===== src/rtl/idli_pkg.sv =====
// Shared types for the idli core: predicate register names and compare unit encodings.
package idli_pkg;

    typedef enum logic [1:0] {
        P0 = 2'd0,
        P1 = 2'd1,
        P2 = 2'd2,
        P3 = 2'd3
    } preg_t;

    typedef enum logic [2:0] {
        CMP_EQ   = 3'd0,
        CMP_NE   = 3'd1,
        CMP_LT   = 3'd2,
        CMP_LTU  = 3'd3,
        CMP_GE   = 3'd4,
        CMP_GEU  = 3'd5,
        CMP_TST  = 3'd6,
        CMP_NTST = 3'd7
    } cmp_op_t;

    localparam int CMP_NIBBLES = 4;

    typedef logic [3:0] nibble_t;

endpackage


===== src/rtl/idli_cmp_m.sv =====
// Nibble-serial 16-bit compare unit; writes one boolean result to the predicate file
// in the cycle after the last operand nibble.
module idli_cmp_m
    import idli_pkg::*;
(
    input  logic    i_cmp_gck,
    input  logic    i_cmp_rst,
    input  logic    i_cmp_start,
    input  cmp_op_t i_cmp_op,
    input  preg_t   i_cmp_dst,
    input  nibble_t i_cmp_a,
    input  nibble_t i_cmp_b,
    output logic    o_cmp_busy,
    output preg_t   o_pred_wr,
    output logic    o_pred_wr_en,
    output logic    o_pred_wr_data
);

    logic [1:0] cnt;
    logic       busy;
    cmp_op_t    op_q;
    preg_t      dst_q;
    logic       carry_q;
    logic       eq_q;
    logic       tst_q;

    logic       accept;
    logic       last;
    logic       cin;
    nibble_t    nb;
    logic [4:0] sum_full;
    nibble_t    sum;
    logic       cout;
    logic       eq_n;
    logic       tst_n;
    logic       flag_n;
    logic       flag_v;
    logic       result;

    // Start is only honoured between compares; busy covers nibbles 1..3.
    assign accept = i_cmp_start && !busy;
    assign last   = busy && (cnt == 2'd3);

    // A - B computed as A + ~B + 1, carry chained through the nibbles.
    assign cin      = accept ? 1'b1 : carry_q;
    assign nb       = ~i_cmp_b;
    assign sum_full = {1'b0, i_cmp_a} + {1'b0, nb} + {4'b0000, cin};
    assign sum      = sum_full[3:0];
    assign cout     = sum_full[4];
    assign eq_n     = (accept ? 1'b1 : eq_q) & (i_cmp_a == i_cmp_b);
    assign tst_n    = (accept ? 1'b0 : tst_q) | (|(i_cmp_a & i_cmp_b));
    assign flag_n   = sum[3];
    assign flag_v   = (i_cmp_a[3] == nb[3]) && (sum[3] != i_cmp_a[3]);

    always_comb begin
        result = 1'b0;
        case (op_q)
            CMP_EQ:   result = eq_n;
            CMP_NE:   result = !eq_n;
            CMP_LT:   result = flag_n ^ flag_v;
            CMP_LTU:  result = !cout;
            CMP_GE:   result = !(flag_n ^ flag_v);
            CMP_GEU:  result = cout;
            CMP_TST:  result = tst_n;
            CMP_NTST: result = !tst_n;
            default:  result = 1'b0;
        endcase
    end

    always_ff @(posedge i_cmp_gck or posedge i_cmp_rst) begin
        if (i_cmp_rst) begin
            cnt            <= 2'd0;
            busy           <= 1'b0;
            op_q           <= CMP_EQ;
            dst_q          <= P0;
            carry_q        <= 1'b0;
            eq_q           <= 1'b0;
            tst_q          <= 1'b0;
            o_pred_wr_en   <= 1'b0;
            o_pred_wr      <= P0;
            o_pred_wr_data <= 1'b0;
        end else begin
            o_pred_wr_en <= 1'b0;
            if (accept) begin
                cnt     <= 2'd1;
                busy    <= 1'b1;
                op_q    <= i_cmp_op;
                dst_q   <= i_cmp_dst;
                carry_q <= cout;
                eq_q    <= eq_n;
                tst_q   <= tst_n;
            end else if (busy) begin
                carry_q <= cout;
                eq_q    <= eq_n;
                tst_q   <= tst_n;
                if (last) begin
                    cnt  <= 2'd0;
                    busy <= 1'b0;
                    // P3 is hardwired true, so a write to it is dropped.
                    if (dst_q != P3) begin
                        o_pred_wr_en   <= 1'b1;
                        o_pred_wr      <= dst_q;
                        o_pred_wr_data <= result;
                    end
                end else begin
                    cnt <= cnt + 2'd1;
                end
            end
        end
    end

    assign o_cmp_busy = busy;

endmodule


===== config.mk =====
export PLATFORM = sky130hd
export DESIGN_NAME = idli_cmp_m
export DESIGN_NICKNAME = d
export VERILOG_FILES = /design/src/rtl/idli_pkg.sv /design/src/rtl/idli_cmp_m.sv
export SDC_FILE = /design/constraint.sdc
export NUM_CORES = 1
export LEC_CHECK = 0
export CAP_MARGIN = 20
export CORE_UTILIZATION = 50
export CTS_CLUSTER_SIZE = 30
export DETAILED_ROUTE_END_ITERATION = 8
export DONT_BUFFER_PORTS = 1
export PLACE_DENSITY_LB_ADDON = 0.1
export SETUP_SLACK_MARGIN = 0.2
export SYNTH_ARGS = -nofsm -noshare
export SYNTH_HDL_FRONTEND = slang
export SYNTH_SLANG_ARGS = --single-unit

===== constraint.sdc =====
create_clock -name i_cmp_gck -period 2.3 [get_ports i_cmp_gck]
set_input_delay 0.46 -clock i_cmp_gck [delete_from_list [all_inputs] [get_ports i_cmp_gck]]
set_output_delay 0.46 -clock i_cmp_gck [all_outputs]
set_load 0.005 [all_outputs]

# Word level (Yosys, flattened, before mapping)
# Index checks and enable logic that the tools add are counted.
# op_classes
addsub	3
eq_ne	12
muxes	20
bitwise	6
reduce_logical	12
# op_table
op	count
2-to-1 mux 1 bit	16
equality test 3 bit (second input constant)	4
case mux 1 bit (8 select lines)	1
equality test 3 x 2 -> 1 bit (second input constant)	2
2-to-1 mux 2 bit	3
adder 4 x 4 -> 5 bit	1
adder 5 x 1 -> 5 bit	1
zero test 1 bit	5
AND 4 bit	1
equality test 4 bit	1
inverter 4 bit	1
AND reduction 4 bit	1
OR reduction 4 bit	1
equality test 3 x 1 -> 1 bit (second input constant)	1
logical AND 1 bit	3
zero test 3 bit	1
adder 2 x 1 -> 2 bit (second input constant)	1
equality test 2 bit (second input constant)	1
inequality test 2 bit (second input constant)	1
nonzero test 2 bit	1
AND 1 bit	1
equality test 1 bit	1
inequality test 1 bit	1
inverter 1 bit	1
other kinds (2)	2
# word_totals
ff_bits	15
input_bits	16
output_inout_bits	5
word_cells	63

# Depth between registers and ports, before layout
# Gate-level depths: netlist (run 1).
# logic_depth
word_depth	9
depth_mapped	7

# Worst setup path before layout (run 1)
# OpenSTA, ideal clock, no wires.
# synth_timing
path_kind	input-to-reg
from	input i_cmp_a[0]
to	register o_pred_wr_data
setup_time_ps	123
arrival_time_ps	1600
path_slack_ps	578
path_stages	6
n_path_buf	0
cell_sequence	ha_1 -> nor4_4 -> o21ai_2 -> xor2_1 -> a211o_1 -> o221a_2
# synth_between
elab_chain_len	7
# synth_rtl
item	line	text
start, declared	idli_cmp_m.sv:11	input nibble_t i_cmp_a,
adder 4 x 4 -> 5 bit	idli_cmp_m.sv:47	assign sum_full = {1'b0, i_cmp_a} + {1'b0, nb} + {4'b0000, cin};
adder 5 x 1 -> 5 bit	idli_cmp_m.sv:47	
inequality test 1 bit	idli_cmp_m.sv:53	assign flag_v = (i_cmp_a[3] == nb[3]) && (sum[3] != i_cmp_a[3]);
logical AND 1 bit	idli_cmp_m.sv:53	
XOR 1 bit	idli_cmp_m.sv:60, idli_cmp_m.sv:62	
zero test 1 bit	idli_cmp_m.sv:62	CMP_GE: result = !(flag_n ^ flag_v);
case mux 1 bit (8 select lines) (*)	idli_cmp_m.sv:57	case (op_q)
end signal, assigned	idli_cmp_m.sv:103	o_pred_wr_data <= result;
end, declared	idli_cmp_m.sv:16	output logic o_pred_wr_data
# Mark *: on every way between the ends. The rest lies on a longest branch, timed or not.
# A chain may end at the register's enable or synchronous reset.

# Worst setup path in the final report (run 1)
# layout_timing
from	register busy, in the netlist o_cmp_busy
to	register o_pred_wr_data
# layout_between
elab_chain_len	9
# layout_rtl
item	line	text
start, declared	idli_cmp_m.sv:20	logic busy;
start signal, assigned	idli_cmp_m.sv:73	busy <= 1'b0;
start signal, assigned	idli_cmp_m.sv:86	busy <= 1'b1;
start signal, assigned	idli_cmp_m.sv:98	busy <= 1'b0;
zero test 1 bit	idli_cmp_m.sv:41	assign accept = i_cmp_start && !busy;
logical AND 1 bit	idli_cmp_m.sv:41	
2-to-1 mux 1 bit	idli_cmp_m.sv:45	assign cin = accept ? 1'b1 : carry_q;
adder 5 x 1 -> 5 bit	idli_cmp_m.sv:47	
inequality test 1 bit	idli_cmp_m.sv:53	
logical AND 1 bit	idli_cmp_m.sv:53	
XOR 1 bit	idli_cmp_m.sv:60, idli_cmp_m.sv:62	
zero test 1 bit	idli_cmp_m.sv:62	
case mux 1 bit (8 select lines)	idli_cmp_m.sv:57	
# Several ways; a longest one is shown, not always the timed one.

==> flow_summary.ini, run 1 <==
[power]
static-leakage-power_nw = 0.402
clkPwrFrac = 0.154
swShare = 0.346
p_sw_w = 0.000324
p_comb_frac = 0.318
power.share.sequential = 0.528
cellInternalPower_w = 0.000612
power.density_nw_per_um2 = 1040
design_power_total_w = 0.000936
ir_worst_vdd_mv = 0.518

[sta]
slew_headroom = 0.633
fmax_mhz = 632
tightest_slew_ns = 0.550
rsz0062_at_grt = false
setup_tns_ns = 0
fin_worst_skew_ns = 0.00469
setup_viol = 0
hold_viol_final = 0
final-max-slew-violation-count = 0
fin_crit_ns = 1.58
finalCritPeriodShare = 0.688

[yosys]
synth_compound_area_frac = 0.174
syn_nets = 105
synth_area_leader_cell = dfrtp_1
synth_area_per_cell_um2 = 10.9
synthTopCellsByCount = dfrtp_1 (15), nor2_1 (10), ha_1 (9)
synth.top_cell.area_share = 0.430
synth.ff_latch_count = 15
synthFlopType = dfrtp_1
synth_most_common_cell = dfrtp_1
yosys.area_share.xor_xnor = 0.0201
syn-cell-area_um2 = 872
synth.area.top_cells = dfrtp_1 (43%), ha_1 (13%), mux2_2 (6.5%)
yosys.area_share.simple = 0.123
muxShareOfSynthArea = 0.0760
netlist_instances = 80
synth-adder-area-share = 0.129
yosys_warnings = 0
synth_top_family_by_area = compound AO/OA/AOI/OAI gates
yosysSeqAreaShare = 0.430
async_reset_ff_frac = 1.00
synth-edff-count = 0
synth.distinct_cells = 29

[setup_path]
cp_num_buf_inv = 0
critPathKind = flop to flop
cp_max_fo = 10
reg2reg_depth = 5
endpoint_kind = flop
crit_required_ns = 2.47
rrSetupSlack_ns = 0.72
arrival_ns = 1.75
crit_chain = nor2b_4 > o21ai_2 > xor2_1 > a211o_1 > o221a_2
worstSetupStartpointType = flop
max_stage_delay_ns = 0.51
crit_slowest_cell = dfrtp_1
crit_family = flip-flops
cp.depth = 5

[worst_hold_path]
hold_path_class = input pin to asynchronous set/reset pin

[finish]
fin_area_um2 = 900
area_growth_pct = 3.16
n_fill_cell = 131
nets = 108
instances_no_fill = 98
antenna_cells = 0
post_route_cells_drive_above_1_share = 0.183

[grt]
antenna_found_initial = 0
grt_pass1_vias = 547
grt_max_degree = 16
grt_pass1_wl_um = 2340
gr-total-overflow = 0
track_usage = 0.169

[job]
drv_cap = 0

[detailed_routing]
first_pass_iters = 6
drc = 2
drtAntennaViolNets = 0
vias_per_cell = 5.80
post_drt_wl_per_cell_um = 14.2
drtIter0Drc = 5
via_count = 568
routed_wl_um = 1390

[outcome]
status = finished, violations left
violations = DRC

[clocking]
cts_root_buffer = clkbuf_4
clk_pin_slew_ns = 0.08
clockBufferDepth = 2
cts_made_buffers = 3
clk_latency_ns = 0.28
htree_levels = 1
holdBufCountCts = 0
cts.sinks = 15
cts_tree = done
post_cts_buffers = 0
cts_resized = 0

[floorplanning]
die_x_um = 43.8
initial_core_util = 0.559
die_area_um2 = 1920
num_rows = 14
fp.coreArea_um2 = 1560
io_pins = 21
die_y_um = 43.8

[placement]
dp_cells = 94
finalWeightedCongestion = 0.701
hpwl_um = 1130
placed_area_um2 = 873
portBuffers = 0
## metrics by stage
stage | worst slack, ns | util | hold WS (ns)
after floorplan | 0.578 | - | 0.361
after global placement | 0.536 | 0.560 | 0.429
after detailed placement | 0.511 | 0.560 | 0.427
after CTS | 0.706 | 0.577 | 0.119
after global routing | 0.622 | 0.577 | 0.157
final | 0.718 | 0.577 | 0.105
## power groups by stage
stage / combinational, W / clock (W) / sequential, W
5_1_grt: 0.000337 / 0.000157 / 0.000513
3_5_place_dp: 0.000300 / 0 / 0.000505
6_report: 0.000298 / 0.000144 / 0.000494
4_1_cts: 0.000302 / 0.000151 / 0.000499
3_3_place_gp: 0.000289 / 0 / 0.000499
2_1_floorplan: 0.000292 / 0 / 0.000457
## final timing paths
check                                  from        endpoint
min in group i_cmp_gck          i_cmp_start          cnt[0]
worst min-delay path              i_cmp_rst          cnt[0]
worst max-delay path             o_cmp_busy  o_pred_wr_data
max in group asynchronous         i_cmp_rst         op_q[0]
worst max register to register   o_cmp_busy  o_pred_wr_data
worst min register to register       cnt[1]          cnt[1]
## flip-flops by register name (all words and copies together) (netlist names)
name,cells
o_pred_wr_en,1
o_pred_wr_data,1
op_q,3
carry_q,1
cnt,2
o_cmp_busy,1
tst_q,1
o_pred_wr,2
dst_q,2
eq_q,1
## cell usage in the layout, fill, tap and decap left out, types with 2 or more instances in the layout
cell / count
a21oi_1: 4
ha_1: 9
mux2_2: 5
nor2_1: 10
o21ai_0: 5
dfrtp_1: 15
nand2_1: 4
xor2_1: 2
inv_1: 6
clkbuf_4: 3
## worst register-to-register path, stage by stage, from the launching register on
cell and delay [ns]:
dfrtp_1 0.51, nor2b_4 0.31, o21ai_2 0.08, xor2_1 0.14
a211o_1 0.30, o221a_2 0.13
## cell families (layout without fill, tap and decap cells)
| kind of cell | Yosys count | count (layout) |
|---|---|---|
| AOI/OAI and AO/OA | 21 | 21 |
| DFF | 15 | 15 |
| xor gates and xnor gates | 2 | 2 |
| buffers and inverters | 8 | 10 |
| muxes | 6 | 6 |
| and+or+nand+nor | 19 | 19 |
| adders and majority gates | 9 | 9 |
## metal layers
metal / track usage / wire (µm) / vias to the layer above
li1: - / - / 287
met1: 0.197 / 656 / 266
met2: 0.293 / 640 / 13
met3: 0.0667 / 78 / 2
met4: 0.0375 / 11 / 0
met5: 0 / 0 / -
## final cells by class
type                       count  area, µm²  area share
multi-input combinational     57        455       0.506
inverter                       6       22.5      0.0250
sequential                    15        375       0.417
tap                           16       20.0      0.0223
clock buffer                   4       26.3      0.0292
Power figures use the tool's default switching activity.
==> run 2, diff against run 1 <==
==> constraint.sdc (replaced) <==
create_clock -name i_cmp_gck -period 1.29 [get_ports i_cmp_gck]
set_input_delay 0.258 -clock i_cmp_gck [delete_from_list [all_inputs] [get_ports i_cmp_gck]]
set_output_delay 0.258 -clock i_cmp_gck [all_outputs]
set_load 0.005 [all_outputs]
==> run 2 against run 1 <==
The run ends with DRC, setup timing left. Combinational power rose to 3.0 times the previous value. Global-route usage up 3.5 points. First-iteration DRC count grew 120%. Non-clock buffer count rose by 19. Clock power rose by 88%. Critical path type unchanged.
==> flow_summary.ini, run 2 (synthesis gave the netlist of run 1 again) <==
[floorplanning]
fp.coreArea_um2 = 1560
die_x_um = 43.8
io_pins = 21
die_y_um = 43.8
die_area_um2 = 1920
num_rows = 14
initial_core_util = 0.559

[sta]
fin_ws_ns = -0.0528
fin_worst_skew_ns = 0.00117
fin_crit_ns = 1.34
setup_viol = 6
rsz0062_at_grt = true
finalCritPeriodShare = 1.04
fmax_mhz = 745
final-max-slew-violation-count = 0
tightest_slew_ns = 0.543
hold_viol_final = 0
slew_headroom = 0.637
hold-worst-slack_ns = 0.118

[grt]
grt_util_met1 = 0.254
gr-total-overflow = 0
grt_pass1_wl_um = 2800
met2_usage = 0.328
antenna_found_initial = 0
gr-usage-met3 = 0.0417
grt_pass1_vias = 683
track_usage = 0.204
grt_most_used_layer = met2
grt_max_degree = 16

[setup_path]
crit_chain = nor2b_4 > o21ai_2 > xor2_1 > a211o_1 > o221a_2
arrival_ns = 1.52
worstSetupStartpointType = flop
crit_slowest_cell = dfrtp_1
cp_num_buf_inv = 0
cp.depth = 5
crit_family = compound AO/OA/AOI/OAI gates
critPathKind = flop to flop
reg2reg_depth = 5
endpoint_kind = flop
max_stage_delay_ns = 0.42
crit_required_ns = 1.47
cp_max_fo = 5

[power]
power.density_nw_per_um2 = 1810
design_power_total_w = 0.00201
clkPwrFrac = 0.135
ir_worst_vdd_mv = 1.07
static-leakage-power_nw = 0.500
p_sw_w = 0.000677
p_comb_frac = 0.450
power.share.sequential = 0.415
cellInternalPower_w = 0.00133
swShare = 0.337

[finish]
post_route_cells_drive_above_1_share = 0.406
n_fill_cell = 107
antenna_cells = 0
fin_area_um2 = 1110
nets = 127
final_util = 0.713
largest_reg_flops = 3
largest-register = op_q
final_cell_mix = buf_4 (16), dfrtp_1 (15), nor2_1 (8)
final_common_cell = buf_4
area_growth_pct = 27.5

[detailed_routing]
drtIter0Drc = 11
drtAntennaViolNets = 0
first_pass_iters = 6
via_count = 646
vias_per_cell = 5.52
drc = 1
post_drt_wl_per_cell_um = 14.0
routed_wl_um = 1640

[clocking]
cts_made_buffers = 3
clk_pin_slew_ns = 0.09
cts.sinks = 15
clockBufferDepth = 2
clk_latency_ns = 0.28
cts_tree = done
htree_levels = 1
cts_root_buffer = clkbuf_4

[placement]
portBuffers = 0
hpwl_um = 1200
placed_area_um2 = 991
finalWeightedCongestion = 0.768

[outcome]
violations = DRC, setup timing
status = finished, violations left

[worst_hold_path]
hold_path_class = input pin to flop
hold_depth = 1

[job]
drv_cap = 0
## run 2: cell types whose count changed in the layout (fill, tap and decap cells not counted), moves of 2 or more
cell | before | now
buf_4 | 0 | 16
buf_6 | 0 | 2
ha_1 | 9 | 5
ha_2 | 0 | 2
ha_4 | 0 | 2
nor2_1 | 10 | 8
nor2_4 | 0 | 2
o21ai_0 | 5 | 2
o21ai_1 | 0 | 3
## run 2: power groups by stage
stage,combinational [W],sequential [W],clock [W]
floorplan,0.000531,0.000818,0
global placement,0.000734,0.000842,0
detailed placement,0.000744,0.000848,0
CTS,0.000861,0.000836,0.000276
global route,0.00100,0.000864,0.000294
finish,0.000904,0.000835,0.000271
## run 2: worst paths after layout
check,from,to,slack [ns]
worst max-delay path,o_cmp_busy,o_pred_wr_data,-0.05
worst max register to register,o_cmp_busy,o_pred_wr_data,-0.05
worst min register to register,o_pred_wr[1],o_pred_wr[1],0.53
max in group asynchronous,i_cmp_rst,cnt[1],0.47
worst min-delay path,i_cmp_op[2],op_q[2],0.12
min in group asynchronous,i_cmp_rst,o_cmp_busy,0.46
## run 2: layout make-up
type | instances | area (µm²) | share of cell area
Clock buffer | 4 | 26.3 | 0.0236
Inverter | 6 | 22.5 | 0.0202
Multi-Input combinational cell | 57 | 515 | 0.463
Sequential cell | 15 | 375 | 0.337
Tap cell | 16 | 20.0 | 0.0180
Timing Repair Buffer | 19 | 153 | 0.137
## run 2: timing repair
action	in CTS	in global routing
resized for setup	9	2
hold buffers	1	0
setup buffers	5	1
endpoints found under the setup margin	8	10
endpoints found under the hold margin	15	0
pin swaps	6	2
## run 2: metrics by stage
step | setup slack (ns) | instances | setup TNS [ns]
2_1_floorplan | -0.122 | 80 | -0.122
6_report | -0.0528 | 117 | -0.0945
3_3_place_gp | -0.201 | 106 | -0.244
4_1_cts | -0.0510 | 116 | -0.125
3_5_place_dp | -0.198 | 106 | -0.258
5_1_grt | -0.119 | 117 | -0.453
## run 2: routing by layer
metal / wire length, µm / part of all wire
met2: 816 / 0.50
met3: 86 / 0.052
met5: 0 / 0
met1: 704 / 0.43
met4: 33 / 0.020
## run 2: worst register-to-register path, cell delays in order (launching register included)
cell and delay [ns]:
dfrtp_1 0.42, nor2b_4 0.21, o21ai_2 0.08, xor2_1 0.16, a211o_1 0.26, o221a_2 0.12
==> run 3, diff against run 2 <==
--- a/config.mk
+++ b/config.mk
@@ -6,10 +6,12 @@
 export NUM_CORES = 1
 export LEC_CHECK = 0
 export CAP_MARGIN = 20
-export CORE_UTILIZATION = 50
+export CORE_UTILIZATION = 54
+export CTS_CLUSTER_DIAMETER = 40
 export CTS_CLUSTER_SIZE = 30
 export DETAILED_ROUTE_END_ITERATION = 8
 export DONT_BUFFER_PORTS = 1
+export GPL_TIMING_DRIVEN = 0
 export PLACE_DENSITY_LB_ADDON = 0.1
 export SETUP_SLACK_MARGIN = 0.2
 export SYNTH_ARGS = -nofsm -noshare
==> run 3 against run 2 <==
The run ends with setup timing left. Combinational power decreased by 11%. Register-to-register slack got worse by 0.15 ns. Largest cell class unchanged. Critical path depth increased by 1. Sequential share of layout area increased by 1.7 points. Highest routed layer unchanged. Sequential power increased by 2%.
==> flow_summary.ini, run 3 (synthesis gave the netlist of run 1 again) <==
[outcome]
status = finished, violations left
violations = setup timing

[setup_path]
worstSetupStartpointType = flop
rrSetupSlack_ns = -0.21
critPathKind = flop to flop
crit_required_ns = 1.45
arrival_ns = 1.66
rr_endpoint = o_pred_wr_data
reg2reg_depth = 6
endpoint_kind = flop
r2r_start = cnt[0]
cp_max_fo = 3

[clocking]
cts_made_buffers = 3
clk_pin_slew_ns = 0.08
clockBufferDepth = 2
cts.sinks = 15
clk_latency_ns = 0.27
htree_levels = 1
cts_tree = done
cts_root_buffer = clkbuf_4

[power]
power.density_nw_per_um2 = 1810
static-leakage-power_nw = 0.463
ir_worst_vdd_mv = 1.13

[detailed_routing]
post_drt_wl_per_cell_um = 13.7
via_count = 599
drc = 0
drtAntennaViolNets = 0
top_layer = met4
met1_length_um = 628
first_pass_iters = 4
routed_wl_um = 1480
wl_met3_um = 72
drtIter0Drc = 5
vias_per_cell = 5.55
wl_met2_um = 765

[floorplanning]
die_y_um = 42.2
fp.coreArea_um2 = 1510
initial_core_util = 0.579
die_area_um2 = 1780
io_pins = 21
die_x_um = 42.2
num_rows = 14

[sta]
fmax_mhz = 669
rsz0062_at_grt = true
hold_viol_final = 0
fin_ws_ns = -0.206
setup_viol = 7
fin_crit_ns = 1.50
tightest_slew_ns = 0.543
finalCritPeriodShare = 1.16
fin_worst_skew_ns = 0.00271
final-max-slew-violation-count = 0
slew_headroom = 0.638

[placement]
portBuffers = 0
place_ws_ns = -0.227
dp_cells = 96
finalWeightedCongestion = 0.750
hpwl_um = 1080

[grt]
track_usage = 0.191
antenna_found_initial = 0
grt_max_degree = 16
gr-total-overflow = 0
grt_pass1_wl_um = 2510
grt_pass1_vias = 662

[job]
drv_cap = 0

[finish]
final_common_cell = dfrtp_1
final_cell_mix = dfrtp_1 (15), nor2_1 (9), inv_1 (6), ha_1 (6), buf_4 (5)
post_route_cells_drive_above_1_share = 0.348
area_growth_pct = 21.5
nets = 118
instances_no_fill = 108
final_util = 0.703
n_fill_cell = 122
largest_reg_flops = 3
antenna_cells = 0
largest-register = op_q

[worst_hold_path]
holdPathEnd = cnt[0]
hold_path_class = input pin to flop
worstHoldStart = i_cmp_start
hold_depth = 1
## run 3: cell count changes in the layout (fill, tap and decap cells not counted), moves of 2 or more
| cell | previous run | this run |
|---|---|---|
| mux2_4 | 0 | 2 |
| o21ai_1 | 3 | 1 |
| buf_6 | 2 | 4 |
| mux2_2 | 5 | 3 |
| buf_4 | 16 | 5 |
## run 3: how the worst max path moves through the flow
stage / end / start
after floorplan: o_pred_wr_data / i_cmp_a[3]
after global placement: o_pred_wr_data / i_cmp_a[3]
after detailed placement: o_pred_wr_data / o_cmp_busy
after CTS: o_pred_wr_data / o_cmp_busy
after global routing: o_pred_wr_data / cnt[0]
final: o_pred_wr_data / cnt[0]
## run 3: where the power goes
group          switching (W)  internal, W  leakage [nW]
combinational       0.000334     0.000471         0.271
clock               0.000137     0.000120        0.0150
sequential          0.000180     0.000674         0.177
## run 3: final cells by class
type                       instances  area (µm²)  area share
multi-input combinational         57         523       0.494
timing repair buffer               8        70.1      0.0661
inverter                           6        22.5      0.0213
tap                               16        20.0      0.0189
sequential                        15         375       0.354
buffer                             2        22.5      0.0213
clock buffer                       4        26.3      0.0248
## run 3: what timing repair did
action	4_1_cts	5_1_grt
buffers inserted	5	2
endpoints found under the hold margin	15	0
resized for setup	1	10
endpoints found under the setup margin	7	12
pin swaps	1	2
hold buffers	1	0
## run 3: worst max-delay path, cell delays in order (launching register included)
cell and delay, ns:
dfrtp_1 0.37, ha_1 0.21, nand2_1 0.13, a21oi_2 0.17, o211ai_1 0.11, a211o_1 0.27, o221a_2 0.12
## run 3: per-layer routing
metal,up-vias,track usage
li1,304,-
met1,280,0.203
met2,13,0.338
met3,2,0.0517
met4,0,0.106
met5,-,0
## run 3: through the flow
stage | total power, W | instance area [µm²] | TNS [ns] | hold WS, ns
2_1_floorplan | 0.00135 | 903 | -0.122 | 0.159
3_3_place_gp | 0.00144 | 923 | -0.256 | 0.226
3_5_place_dp | 0.00147 | 923 | -0.296 | 0.225
4_1_cts | 0.00181 | 1000 | -0.400 | 0.119
5_1_grt | 0.00206 | 1060 | -0.976 | 0.106
6_report | 0.00192 | 1060 | -0.663 | 0.125
